File: src/rtl/w5300_lut_sequencer.sv
// ---------------------------------------------------------------------------
// w5300_lut_sequencer
// Walks a LUT from FIRST_INDEX to LAST_INDEX and turns each entry into one
// W5300 host-bus read or write cycle (SETUP / STROBE / HOLD phases). Entries
// whose address is 10'h3ff are skipped without touching the bus.
//
// Ports
//   clk_i        rising-edge clock
//   rst_n_i      asynchronous active-low reset
//   start_i      start one run (only looked at in IDLE)
//   busy_o       high whenever not IDLE
//   done_o       one-cycle pulse at end of run
//   index_o      LUT address
//   lut_data_i   {op(1=read), addr[9:0], wdata[15:0]} for index_o
//   bus_*_o      W5300 bus: addr, wdata, data output enable, cs_n/wr_n/rd_n
//   bus_rdata_i  data pins from the W5300
//   rd_valid_o   one-cycle pulse with rd_data_o holding the read value
// ---------------------------------------------------------------------------
module w5300_lut_sequencer #(
   parameter logic [5:0] FIRST_INDEX = 6'h01,
   parameter logic [5:0] LAST_INDEX  = 6'h10,
   parameter logic [3:0] SETUP_CYC   = 4'd1,
   parameter logic [3:0] STROBE_CYC  = 4'd4,
   parameter logic [3:0] HOLD_CYC    = 4'd1
) (
   input  logic        clk_i,
   input  logic        rst_n_i,
   input  logic        start_i,
   output logic        busy_o,
   output logic        done_o,
   output logic [5:0]  index_o,
   input  logic [26:0] lut_data_i,
   output logic [9:0]  bus_addr_o,
   output logic [15:0] bus_wdata_o,
   output logic        bus_data_oe_o,
   output logic        bus_cs_n_o,
   output logic        bus_wr_n_o,
   output logic        bus_rd_n_o,
   input  logic [15:0] bus_rdata_i,
   output logic        rd_valid_o,
   output logic [15:0] rd_data_o
);

   typedef enum logic [2:0] {
      IDLE, FETCH, SETUP, STROBE, HOLD, NEXT, DONE
   } state_t;

   state_t      state_q;
   logic [3:0]  cnt_q, cnt_d;
   logic        op_q;
   logic        busy_q, done_q, rd_valid_q;
   logic [5:0]  index_q;
   logic [9:0]  addr_q;
   logic [15:0] wdata_q, rd_data_q;
   logic        oe_q, cs_n_q, wr_n_q, rd_n_q;

   // Phase counter decrement; the phase ends on the cycle it reads zero.
   always_comb begin
      cnt_d = cnt_q - 4'd1;
   end

   // All outputs are set on the transition into the state that shows them,
   // so every output is a flop and lut_data/bus_rdata never reach a pin
   // combinationally.
   always_ff @(posedge clk_i or negedge rst_n_i) begin
      if (!rst_n_i) begin
         state_q    <= IDLE;
         cnt_q      <= 4'd0;
         op_q       <= 1'b0;
         busy_q     <= 1'b0;
         done_q     <= 1'b0;
         rd_valid_q <= 1'b0;
         index_q    <= 6'h00;
         addr_q     <= 10'h000;
         wdata_q    <= 16'h0000;
         rd_data_q  <= 16'h0000;
         oe_q       <= 1'b0;
         cs_n_q     <= 1'b1;
         wr_n_q     <= 1'b1;
         rd_n_q     <= 1'b1;
      end else begin
         done_q     <= 1'b0;
         rd_valid_q <= 1'b0;
         case (state_q)
            IDLE: begin
               if (start_i) begin
                  index_q <= FIRST_INDEX;
                  busy_q  <= 1'b1;
                  state_q <= FETCH;
               end
            end
            FETCH: begin
               // lut_data is valid for the whole FETCH cycle, so the entry
               // is latched and decoded at the same edge.
               op_q <= lut_data_i[26];
               if (lut_data_i[25:16] == 10'h3ff) begin
                  state_q <= NEXT;
               end else begin
                  addr_q  <= lut_data_i[25:16];
                  wdata_q <= lut_data_i[15:0];
                  oe_q    <= ~lut_data_i[26];
                  cs_n_q  <= 1'b0;
                  cnt_q   <= SETUP_CYC - 4'd1;
                  state_q <= SETUP;
               end
            end
            SETUP: begin
               if (cnt_q == 4'd0) begin
                  wr_n_q  <= op_q;
                  rd_n_q  <= ~op_q;
                  cnt_q   <= STROBE_CYC - 4'd1;
                  state_q <= STROBE;
               end else begin
                  cnt_q <= cnt_d;
               end
            end
            STROBE: begin
               if (cnt_q == 4'd0) begin
                  wr_n_q  <= 1'b1;
                  rd_n_q  <= 1'b1;
                  if (op_q) begin
                     rd_data_q  <= bus_rdata_i;
                     rd_valid_q <= 1'b1;
                  end
                  cnt_q   <= HOLD_CYC - 4'd1;
                  state_q <= HOLD;
               end else begin
                  cnt_q <= cnt_d;
               end
            end
            HOLD: begin
               if (cnt_q == 4'd0) begin
                  cs_n_q  <= 1'b1;
                  oe_q    <= 1'b0;
                  state_q <= NEXT;
               end else begin
                  cnt_q <= cnt_d;
               end
            end
            NEXT: begin
               if (index_q == LAST_INDEX) begin
                  done_q  <= 1'b1;
                  state_q <= DONE;
               end else begin
                  index_q <= index_q + 6'd1;
                  state_q <= FETCH;
               end
            end
            DONE: begin
               busy_q  <= 1'b0;
               state_q <= IDLE;
            end
            default: state_q <= IDLE;
         endcase
      end
   end

   assign busy_o        = busy_q;
   assign done_o        = done_q;
   assign index_o       = index_q;
   assign bus_addr_o    = addr_q;
   assign bus_wdata_o   = wdata_q;
   assign bus_data_oe_o = oe_q;
   assign bus_cs_n_o    = cs_n_q;
   assign bus_wr_n_o    = wr_n_q;
   assign bus_rd_n_o    = rd_n_q;
   assign rd_valid_o    = rd_valid_q;
   assign rd_data_o     = rd_data_q;

endmodule
File: config.mk
export PLATFORM = sky130hd
export DESIGN_NAME = w5300_lut_sequencer
export DESIGN_NICKNAME = d
export VERILOG_FILES = /design/src/rtl/w5300_lut_sequencer.sv
export SDC_FILE = /design/constraint.sdc
export NUM_CORES = 1
export LEC_CHECK = 0
export ABC_CLOCK_PERIOD_IN_PS = 2900
export BUFFER_PORTS_ARGS = -buffer_cell sky130_fd_sc_hd__buf_2
export CAP_MARGIN = 10
export CORE_ASPECT_RATIO = 1.75
export CORE_UTILIZATION = 30
export DETAILED_ROUTE_END_ITERATION = 7
export GPL_ROUTABILITY_DRIVEN = 1
export PLACE_DENSITY = 0.59
export SKIP_LAST_GASP = 1
export SYNTH_ARGS = -nofsm -noshare
export SYNTH_HDL_FRONTEND = slang
export SYNTH_SLANG_ARGS = --single-unit
File: constraint.sdc
create_clock -name clk_i -period 2.9 [get_ports clk_i]
set_input_delay 0.145 -clock clk_i [delete_from_list [all_inputs] [get_ports clk_i]]
set_output_delay 0.145 -clock clk_i [all_outputs]
set_load 0.1 [all_outputs]
# Yosys cells after proc, flatten, opt, wreduce, memory -nomap -nowiden
# Index checks and enable logic that the tools add are counted.
dict set report totals {
  regBits 63
  input_bits 46
  out_inout_bits 55
  word_cells 81
}
dict set report op_classes {
  n_addsub 2
  n_eq_ne 15
  muxes 32
  bitwise 3
  n_reduce_logical 15
}
# operator n
set op_table {}
lappend op_table {{two-way mux 3 bit} 6}
lappend op_table {{one-hot mux 3 bit (6 select lines)} 1}
lappend op_table {{two-way mux 4 bit} 4}
lappend op_table {{one-hot mux 4 bit (4 select lines)} 1}
lappend op_table {{AND reduction 3 bit} 5}
lappend op_table {{!= test 2 bit, second input constant} 7}
lappend op_table {{two-way mux 1 bit} 12}
lappend op_table {{two-way mux 6 bit} 2}
lappend op_table {{one-hot mux 6 bit (2 select lines)} 1}
lappend op_table {{== test 10 bit, second input constant} 1}
lappend op_table {{one-hot mux 1 bit (2 select lines)} 5}
lappend op_table {{== test 3 bit, second input constant} 3}
lappend op_table {{nonzero test 2 bit} 4}
lappend op_table {{adder 6 x 1 -> 6 bit, second input constant} 1}
lappend op_table {{== test 3 x 2 -> 1 bit, second input constant} 2}
lappend op_table {{== test 6 x 5 -> 1 bit, second input constant} 1}
lappend op_table {{zero test 4 bit} 1}
lappend op_table {{AND reduction 2 bit} 2}
lappend op_table {{AND reduction 4 bit} 1}
lappend op_table {{nonzero test 4 bit} 1}
lappend op_table {{subtractor 4 x 1 -> 4 bit, second input constant} 1}
lappend op_table {{== test 3 x 1 -> 1 bit, second input constant} 1}
lappend op_table {{zero test 3 bit} 1}
lappend op_table {{NOT 1 bit} 3}

# Logic depth before layout (Yosys ltp)
# Gate-level depths: netlist of run 1.
dict set report logic_depth {
  word_depth 3
  depth_mapped 9
  depth_no_buf 6
}

# Worst setup path after synthesis of run 1
# OpenSTA, ideal clock, no wires.
dict set report synth_path {
  path_kind {reg-to-reg}
  from {register cnt_q[0]}
  to {register rd_data_q[10], in the netlist rd_data_o[10]}
  t_arrival_ps 1986
  slack_ps 788
  stages_incl_launch_ff 10
  path_buffers 3
  period_less_slack_ps 2112
  path_cell_list {dfrtp_1 inv_1 ha_1 or3b_1 buf_6 nor2_8 and3_4 buf_8 buf_12 mux2_4}
}
dict set report synth_between {
  elab_chain_cells 2
}
# element line
set synth_rtl {}
lappend synth_rtl {{start, declared} 49} ;# logic [3:0] cnt_q, cnt_d;
lappend synth_rtl {{start signal, assigned} 103} ;# cnt_q <= SETUP_CYC - 4'd1;
lappend synth_rtl {{start signal, assigned} 111} ;# cnt_q <= STROBE_CYC - 4'd1;
lappend synth_rtl {{start signal, assigned} 114} ;# cnt_q <= cnt_d;
lappend synth_rtl {{zero test 4 bit} 118} ;# if (cnt_q == 4'd0) begin
lappend synth_rtl {{AND reduction 3 bit (no source line)} -}
lappend synth_rtl {{end signal, assigned} 122} ;# rd_data_q <= bus_rdata_i;
lappend synth_rtl {{end, declared} 54} ;# logic [15:0] wdata_q, rd_data_q;
# No other way between the ends.
# A chain may end at the register's enable or synchronous reset.

# Final worst setup path of run 1
dict set report layout_path {
  from {register cnt_q[0]}
  to {register rd_data_q[3], in the netlist rd_data_o[3]}
}
# The elaborated chain is that of the path after synthesis.

==> results of run 1 <==
## final timing paths
path,from,end,slack (ns)
max,cnt_q[0]$_DFFE_PN0P_,rd_data_o[3]$_DFFE_PN0P_,0.61
min,rst_n_i,rd_data_o[9]$_DFFE_PN0P_,-0.003
max in group asynchronous,rst_n_i,bus_wdata_o[13]$_DFFE_PN0P_,2.40
min in group clk_i,lut_data_i[6],bus_wdata_o[6]$_DFFE_PN0P_,0.05
min reg2reg,bus_cs_n_o$_DFFE_PN1P_,bus_cs_n_o$_DFFE_PN1P_,0.46
max reg2reg,cnt_q[0]$_DFFE_PN0P_,rd_data_o[3]$_DFFE_PN0P_,0.61
## synthesized netlist by cell type (all sizes together) (3+ instances only)
master,instances,share of area [%]
a21oi,5,0.89
nor3b,3,0.98
nor2,13,2.3
inv,9,1.2
nand4,4,0.89
dfrtp,60,54
a31oi,3,0.67
o211ai,3,0.81
o221ai,3,0.94
nand2,20,2.7
buf,8,3.0
mux2,44,19
o21ai,4,0.72
ha,3,1.3
dfstp,3,2.8
or3b,3,0.94
## per-layer routing
metal | part of all wire, % | global-route usage [%]
met5 | 0 | 0
met4 | 3.0 | 8.66
met3 | 5.0 | 4.25
met2 | 53 | 21.6
met1 | 39 | 14.4
## stage by stage
step / utilization, % / instance area, um2 / setup WS [ns]
2_1_floorplan: - / 2800 / 0.788
3_3_place_gp: 37.5 / 3390 / 0.675
3_5_place_dp: 37.5 / 3390 / 0.611
4_1_cts: 40.3 / 3650 / 0.604
5_1_grt: 40.3 / 3650 / 0.517
6_report: 40.3 / 3650 / 0.608
## area by class of cell
cell class | instances | share of cell area [%]
repair buffers | 103 | 14.3
clock buffers | 12 | 6.49
inverters | 9 | 0.927
clock inverters | 4 | 0.618
well taps | 120 | 4.12
flip-flops and latches | 63 | 43.3
multi-input cells | 132 | 30.2
## kinds of logic after synthesis
kind of cell / synth area share, %
compound gates: 5.91
xor+xnor: 0.940
fa+ha+maj: 1.34
buf+inv: 4.47
flops: 56.5
mux: 19.3
simple gates: 11.5
## cell usage in the layout, fill, tap and decap left out, types with 4 or more instances in the layout
cell	netlist	routed
nand4_1	4	4
clkbuf_16	0	9
o21ai_0	4	4
mux2_2	35	35
mux2_4	9	9
nor2_1	12	12
a21oi_1	5	5
nand2_1	20	20
buf_2	3	100
inv_1	9	9
dfrtp_1	60	60
## state kept, by name (all words and copies together), names as in the netlist
register       cells
bus_data_oe_o      1
rd_valid_o         1
cnt_q              4
done_o             1
bus_wr_n_o         1
bus_cs_n_o         1
state_q            3
bus_rd_n_o         1
bus_addr_o        10
bus_wdata_o       16
rd_data_o         16
busy_o             1
index_o            6
op_q               1
==> run summary, run 1 <==
Buf/Inv on CP = 1
Hold-fix buffers at CTS = 0
Maximum clock frequency = 436 MHz
Fraction of layout cells with a size suffix above 1 = 53.9%
WL/cell = 13.1 um
# nets final = 367
Worst Reg-to-Reg Cells = 6
Core area = 0.00904 mm2
Syn nets = 263
Largest stage delay, worst path = 0.50 ns
Hold Crit Class = input port to asynchronous set/reset pin
CP startpoint kind = flip-flop
CTS tree = yes
Final setup viols = 0
Clk slew on worst S/H paths = 0.05 ns
Initial antenna violation count = 0
Pre-antenna DRT Iters = 4
Clock sink count = 63
Slew @ Worst Pin = 0.781 ns
Placer Congestion = 0.825
Post-synth cell types = 43
Crit path arrival time = 2.50 ns
Die height = 130 um
Avg Cell Area, Syn = 13.1 um2
Via/cell ratio = 4.55
Hpwl dp = 4200 um
Endpoints failing hold = 5
Clk_skew = 0.00422 ns
Multi-input logic area = 0.00110 mm2
Total routed wirelength = 5800 um
Period utilization = 79.0%
Crit path cell chain = inv_1 > ha_1 > or3b_1 > nor2_8 > and3_4 > mux2_2
Total GRT Usage = 13.2%
Number of global-route vias before repair = 2000
Post-CTS sizing = 0
FF/Latch Area = 0.00158 mm2
Chip width = 75.0 um
Fin. max-slew vios = 0
Seq/Total Area, Yosys = 56.5%
Synth Cell Area = 0.00280 mm2
CTS Buffer Depth = 2
Stages on worst setup path = 6
Initial core utilization = 30.9%
WHS = -0.00336 ns
Num CTS Buffers = 9
Number of synthesized flops with an enable pin = 0
CP max-delay cell = or3b_1
Ant. Diodes = 0
CP max FO = 17
DR iter-0 viols = 45
Setup bufs post-CTS = 0
Row Count = 46
# H-tree levels = 3
Primary FF master, synth = dfrtp_1
Failing checks = negative hold slack
Worst Setup End Kind = flip-flop
Pin count of the biggest net entering global routing = 64
Total die area = 0.00973 mm2
Clock latency on the worst-skew pair = 0.32 ns
Cell family with most CP delay = simple AND/OR/NAND/NOR gates
Synth Instances = 214
Vias = 2017
Synth async-reset ratio = 100%
First-pass GRT wire length = 9430 um
Max Cap Viol = 0
Crit path kind = flip-flop to flip-flop
P&R area growth vs syn = 30.4%
Yosys reg bits = 63
DRC = 0
Synth Warn # = 0
DP Cell Count = 427
I/O pin count = 101
RSZ-0062 raised after global routing = false
Final ANT Viol Nets = 0
Crit path time final = 2.29 ns
Total gr overflow = 0
Relative slew slack = 47.9%
Status = finished with violations
Critical Path RT = 3.11 ns
TNS Setup = 0 ns
Fillers = 897
CTS root buf = clkbuf_16
IO Port Bufs = 100
Layout Cells excl Fill = 443
Power of run 1 is not shown: default switching activity piles up to over one toggle a cycle in this logic, so the estimate is an artifact.
==> run 2: changes to the inputs <==
- ABC_CLOCK_PERIOD_IN_PS: 2900 -> 2000
- PLACE_DENSITY: 0.59 -> 0.61
- clock period: 2.9 -> 2 ns (I/O delays scaled with it)
==> run 2 against run 1 <==
Against the previous run: the run now ends clean; sequential cell count stayed put; global-route usage is 1.1 points higher; register-to-register slack worse by 0.52 ns; non-clock buffer count is 33 higher; die area stayed put; final cell count is 7.4% higher; via count is 8.1% higher; sequential share of layout area is 3.8 points lower; routed wire length is 11% higher; worst hold slack better by 0.015 ns; count of clock-buffer cells in the layout is 1 higher; first-iteration DRC count is 27% higher; highest routed layer unchanged.
==> run summary, run 2 (synthesized netlist as in run 1, its figures left out) <==
Status = complete, no violations
Cell family with most CP delay = simple AND/OR/NAND/NOR gates
Largest stage delay, worst path = 0.41 ns
Placer Congestion = 0.810
Crit path arrival time = 2.12 ns
Maximum clock frequency = 522 MHz
DRC = 0
Core area = 0.00904 mm2
Hold Crit Class = input port to flip-flop
Period utilization = 95.8%
Clock latency on the worst-skew pair = 0.32 ns
Total die area = 0.00973 mm2
CP startpoint kind = flip-flop
Hold path depth = 2
Row Count = 46
CTS Buffer Depth = 2
I/O pin count = 101
Stages on worst setup path = 7
# H-tree levels = 3
Commonest non-fill, non-tap cell in the layout = buf_2
Worst Reg-to-Reg Cells = 7
Layout Cells excl Fill = 476
IO Port Bufs = 100
Total gr overflow = 0
Most frequent cells in the layout = 100 x buf_2, 58 x dfrtp_1, 35 x mux2_2
Ant. Diodes = 0
# nets final = 400
Relative slew slack = 66.8%
Via/cell ratio = 4.58
CP max FO = 6
Clock sink count = 63
FF/Latch Area = 0.00158 mm2
Multi-input logic area = 0.00111 mm2
Crit path kind = flip-flop to flip-flop
CP max-delay cell = or3b_4
Fraction of layout cells with a size suffix above 1 = 53.9%
Clk_skew = 0.00714 ns
Crit path capture = rd_data_o[9]$_DFFE_PN0P_
Clk slew on worst S/H paths = 0.05 ns
Initial core utilization = 30.9%
Crit path cell chain = inv_1 > ha_4 > or3b_4 > nor2_8 > and3_4 > buf_4 > mux2_4
Post-Layout Inst Area = 0.00401 mm2
Hpwl dp = 4720 um
Pin count of the biggest net entering global routing = 24
Max Cap Viol = 0
P&R area growth vs syn = 43.3%
Buf/Inv on CP = 2
Chip width = 75.0 um
CTS root buf = clkbuf_16
Endpoints failing hold = 0
Reg-to-Reg End = rd_data_o[9]$_DFFE_PN0P_
Critical Path RT = 2.20 ns
Total routed wirelength = 6470 um
Vias = 2180
DP Cell Count = 439
Fin. max-slew vios = 0
Worst Setup End Kind = flip-flop
Total GRT Usage = 14.3%
Crit path from = cnt_q[1]$_DFFE_PN0P_
Slew @ Worst Pin = 0.502 ns
R2r startpoint = cnt_q[1]$_DFFE_PN0P_
Initial antenna violation count = 0
Final setup viols = 0
Die height = 130 um
Fillers = 880
Pre-antenna DRT Iters = 4
RSZ-0062 raised after global routing = false
WL/cell = 13.6 um
Placed instance area = 0.00348 mm2
DR iter-0 viols = 57
CTS tree = yes
Crit path time final = 1.92 ns
First-pass GRT wire length = 10400 um
Final ANT Viol Nets = 0
Num CTS Buffers = 9
R2r setup slk = 0.08 ns
Number of global-route vias before repair = 2322
[run 2: cell types whose count changed in the layout (fill, tap and decap cells not counted), moves of 2 or more]
cell and change:
dlygate4sd3_1 +19, dfrtp_1 -2, clkinv_2 -2, buf_4 +13, dfrtp_2 +2
[run 2: worst min path at each step]
stage | start | slack, ns | to
CTS | bus_rdata_i[9] | 0.0004 | rd_data_o[9]$_DFFE_PN0P_
finish | lut_data_i[9] | 0.01 | bus_wdata_o[9]$_DFFE_PN0P_
global route | bus_rdata_i[0] | 0.005 | rd_data_o[0]$_DFFE_PN0P_
floorplan | rst_n_i | -0.20 | bus_addr_o[0]$_DFFE_PN0P_
detailed placement | rst_n_i | 0.09 | rd_data_o[8]$_DFFE_PN0P_
global placement | rst_n_i | 0.08 | rd_data_o[8]$_DFFE_PN0P_
[run 2: final cells by class]
cell class              count  area share (%)
multi-input cells         132            27.8
well taps                 120            3.75
inverters                   9           0.843
clock buffers              13            6.25
repair buffers            136            20.7
clock inverters             3            1.09
flip-flops and latches     63            39.5
[run 2: timing repair]
action,in CTS,in global routing
setup buffers,2,0
gates resized for setup,0,2
pin swaps,0,0
hold endpoints to repair,33,2
hold buffers,17,2
endpoints found under the setup margin,16,16
[run 2: layer usage]
layer | vias to the layer above | routed length, um | GRT usage (%)
met5 | - | 0 | 0
met4 | 0 | 115 | 7.21
met3 | 10 | 321 | 4.02
met2 | 72 | 3580 | 25.5
met1 | 1070 | 2450 | 14.9
li1 | 1028 | - | -
[run 2: worst register-to-register path, cell delays in order (launching register included)]
cell and delay (ns):
dfrtp_1 0.37, inv_1 0.10, ha_4 0.15, or3b_4 0.41, nor2_8 0.10, and3_4 0.20, buf_4 0.17, mux2_4 0.31
[run 2: through the flow]
| step | setup WS [ns] | util [%] | TNS, ns | hold slack (ns) |
|---|---|---|---|---|
| floorplan | -0.0817 | - | -0.736 | -0.196 |
| global placement | 0.00782 | 38.5 | 0 | 0.0834 |
| detailed placement | -0.0468 | 38.5 | -0.294 | 0.0869 |
| CTS | 0.0198 | 44.0 | 0 | 0.000441 |
| global route | 0.0218 | 44.3 | 0 | 0.00497 |
| finish | 0.0848 | 44.3 | 0 | 0.0120 |
Power of run 2 is left out for the same reason.
==> run 3: changes to the inputs <==
- REMOVE_ABC_BUFFERS: unset -> 1
==> run 3 against run 2 <==
Against the previous run: sequential cell count did not move; critical path depth fell by 1; count of clock-buffer cells in the layout decreased by 2; final area is 0.87% lower; critical path type unchanged; critical endpoint is now rd_data_o[2]$_DFFE_PN0P_; highest routed layer unchanged.
==> run summary, run 3 (synthesized netlist as in run 1, its figures left out) <==
I/O pin count = 101
P&R area growth vs syn = 42.0%
CTS Buffer Depth = 2
Final ANT Viol Nets = 0
Total routed wirelength = 6520 um
Status = complete, no violations
First-pass GRT wire length = 10000 um
Pre-antenna DRT Iters = 4
Period utilization = 95.7%
Critical Path RT = 2.21 ns
Chip width = 75.0 um
Crit path kind = flip-flop to flip-flop
WL/cell = 13.6 um
Slew @ Worst Pin = 0.502 ns
Vias = 2199
Buf/Inv on CP = 1
Pin count of the biggest net entering global routing = 26
Initial core utilization = 30.9%
Post-Layout Inst Area = 0.00397 mm2
Most frequent cells in the layout = 100 x buf_2, 60 x dfrtp_1, 35 x mux2_2
Placer Congestion = 0.746
Relative slew slack = 66.8%
CTS root buf = clkbuf_16
Num CTS Buffers = 9
Row Count = 46
Multi-input logic area = 0.00111 mm2
FF/Latch Area = 0.00158 mm2
Total die area = 0.00973 mm2
DR iter-0 viols = 152
Ant. Diodes = 0
Fillers = 877
Total GRT Usage = 14.2%
CP max FO = 9
Commonest non-fill, non-tap cell in the layout = buf_2
R2r startpoint = cnt_q[0]$_DFFE_PN0P_
Clk_skew = 0.00671 ns
RSZ-0062 raised after global routing = false
Crit path cell chain = inv_1 > ha_1 > or3b_4 > nor2_8 > and3_4 > mux2_2
Fin. max-slew vios = 0
Crit path time final = 1.91 ns
Clk slew on worst S/H paths = 0.05 ns
Hpwl dp = 4660 um
Core area = 0.00904 mm2
Initial antenna violation count = 0
CP max-delay cell = or3b_4
DRC = 0
Number of global-route vias before repair = 2134
Max Cap Viol = 0
Die height = 130 um
Fraction of layout cells with a size suffix above 1 = 52.5%
Worst Setup End Kind = flip-flop
Min-delay src = lut_data_i[10]
# H-tree levels = 3
Maximum clock frequency = 522 MHz
Placed instance area = 0.00347 mm2
# nets final = 402
Crit path arrival time = 2.13 ns
Clock sink count = 63
Largest stage delay, worst path = 0.42 ns
CP startpoint kind = flip-flop
Crit path from = cnt_q[0]$_DFFE_PN0P_
Setup ws final = 0.0855 ns
Endpoints failing hold = 0
Core Util, Final = 43.9%
Dpl ws = -0.0484 ns
IO Port Bufs = 100
Cell family with most CP delay = simple AND/OR/NAND/NOR gates
TNS Setup = 0 ns
Hold Crit Class = input port to flip-flop
Clock latency on the worst-skew pair = 0.33 ns
Total gr overflow = 0
CTS tree = yes
Via/cell ratio = 4.60
Final setup viols = 0
run 3: cell type report:
class,instances,area share [%]
clock buffer,11,5.86
clock inverter,5,0.630
inverter,9,0.851
multi-input combinational,133,28.0
sequential,63,39.8
tap,120,3.78
timing repair buffer,137,21.0
run 3: worst reg2reg max path: stages, from the launching register on:
cell	delay [ns]
dfrtp_1	0.37
inv_1	0.06
ha_1	0.16
or3b_4	0.42
nor2_8	0.13
and3_4	0.29
mux2_2	0.36
run 3: final timing paths:
| check | endpoint | slack, ns | depth (start not counted) |
|---|---|---|---|
| setup / recovery | rd_data_o[2]$_DFFE_PN0P_ | 0.09 | 6 |
| max in group asynchronous | bus_wdata_o[8]$_DFFE_PN0P_ | 1.10 | 3 |
| setup reg to reg | rd_data_o[2]$_DFFE_PN0P_ | 0.09 | 6 |
| hold reg to reg | bus_cs_n_o$_DFFE_PN1P_ | 0.46 | 2 |
| min in group asynchronous | busy_o$_DFFE_PN0P_ | 0.23 | 2 |
| hold / removal | bus_wdata_o[10]$_DFFE_PN0P_ | 0.008 | 2 |
run 3: per-stage QoR:
stage | cells | hold slack, ns
6_report | 478 | 0.00804
5_1_grt | 478 | 0.000862
4_1_cts | 475 | 0.000167
3_5_place_dp | 438 | 0.0600
3_3_place_gp | 438 | 0.0631
2_1_floorplan | 204 | -0.196
run 3: what timing repair did:
item	4_1_cts	5_1_grt
hold buffers	20	3
gates cloned	1	0
hold endpoints to repair	32	3
setup endpoints to repair	8	14
gates resized for setup	0	2
buffers inserted	0	0
run 3: per-layer routing:
metal / wire, um / GRT usage, % / vias up
met5: 0 / 0 / -
met4: 134 / 6.33 / 0
met3: 344 / 4.40 / 12
met1: 2400 / 14.8 / 1087
met2: 3640 / 25.2 / 66
li1: - / - / 1034
Power of run 3 is left out for the same reason.
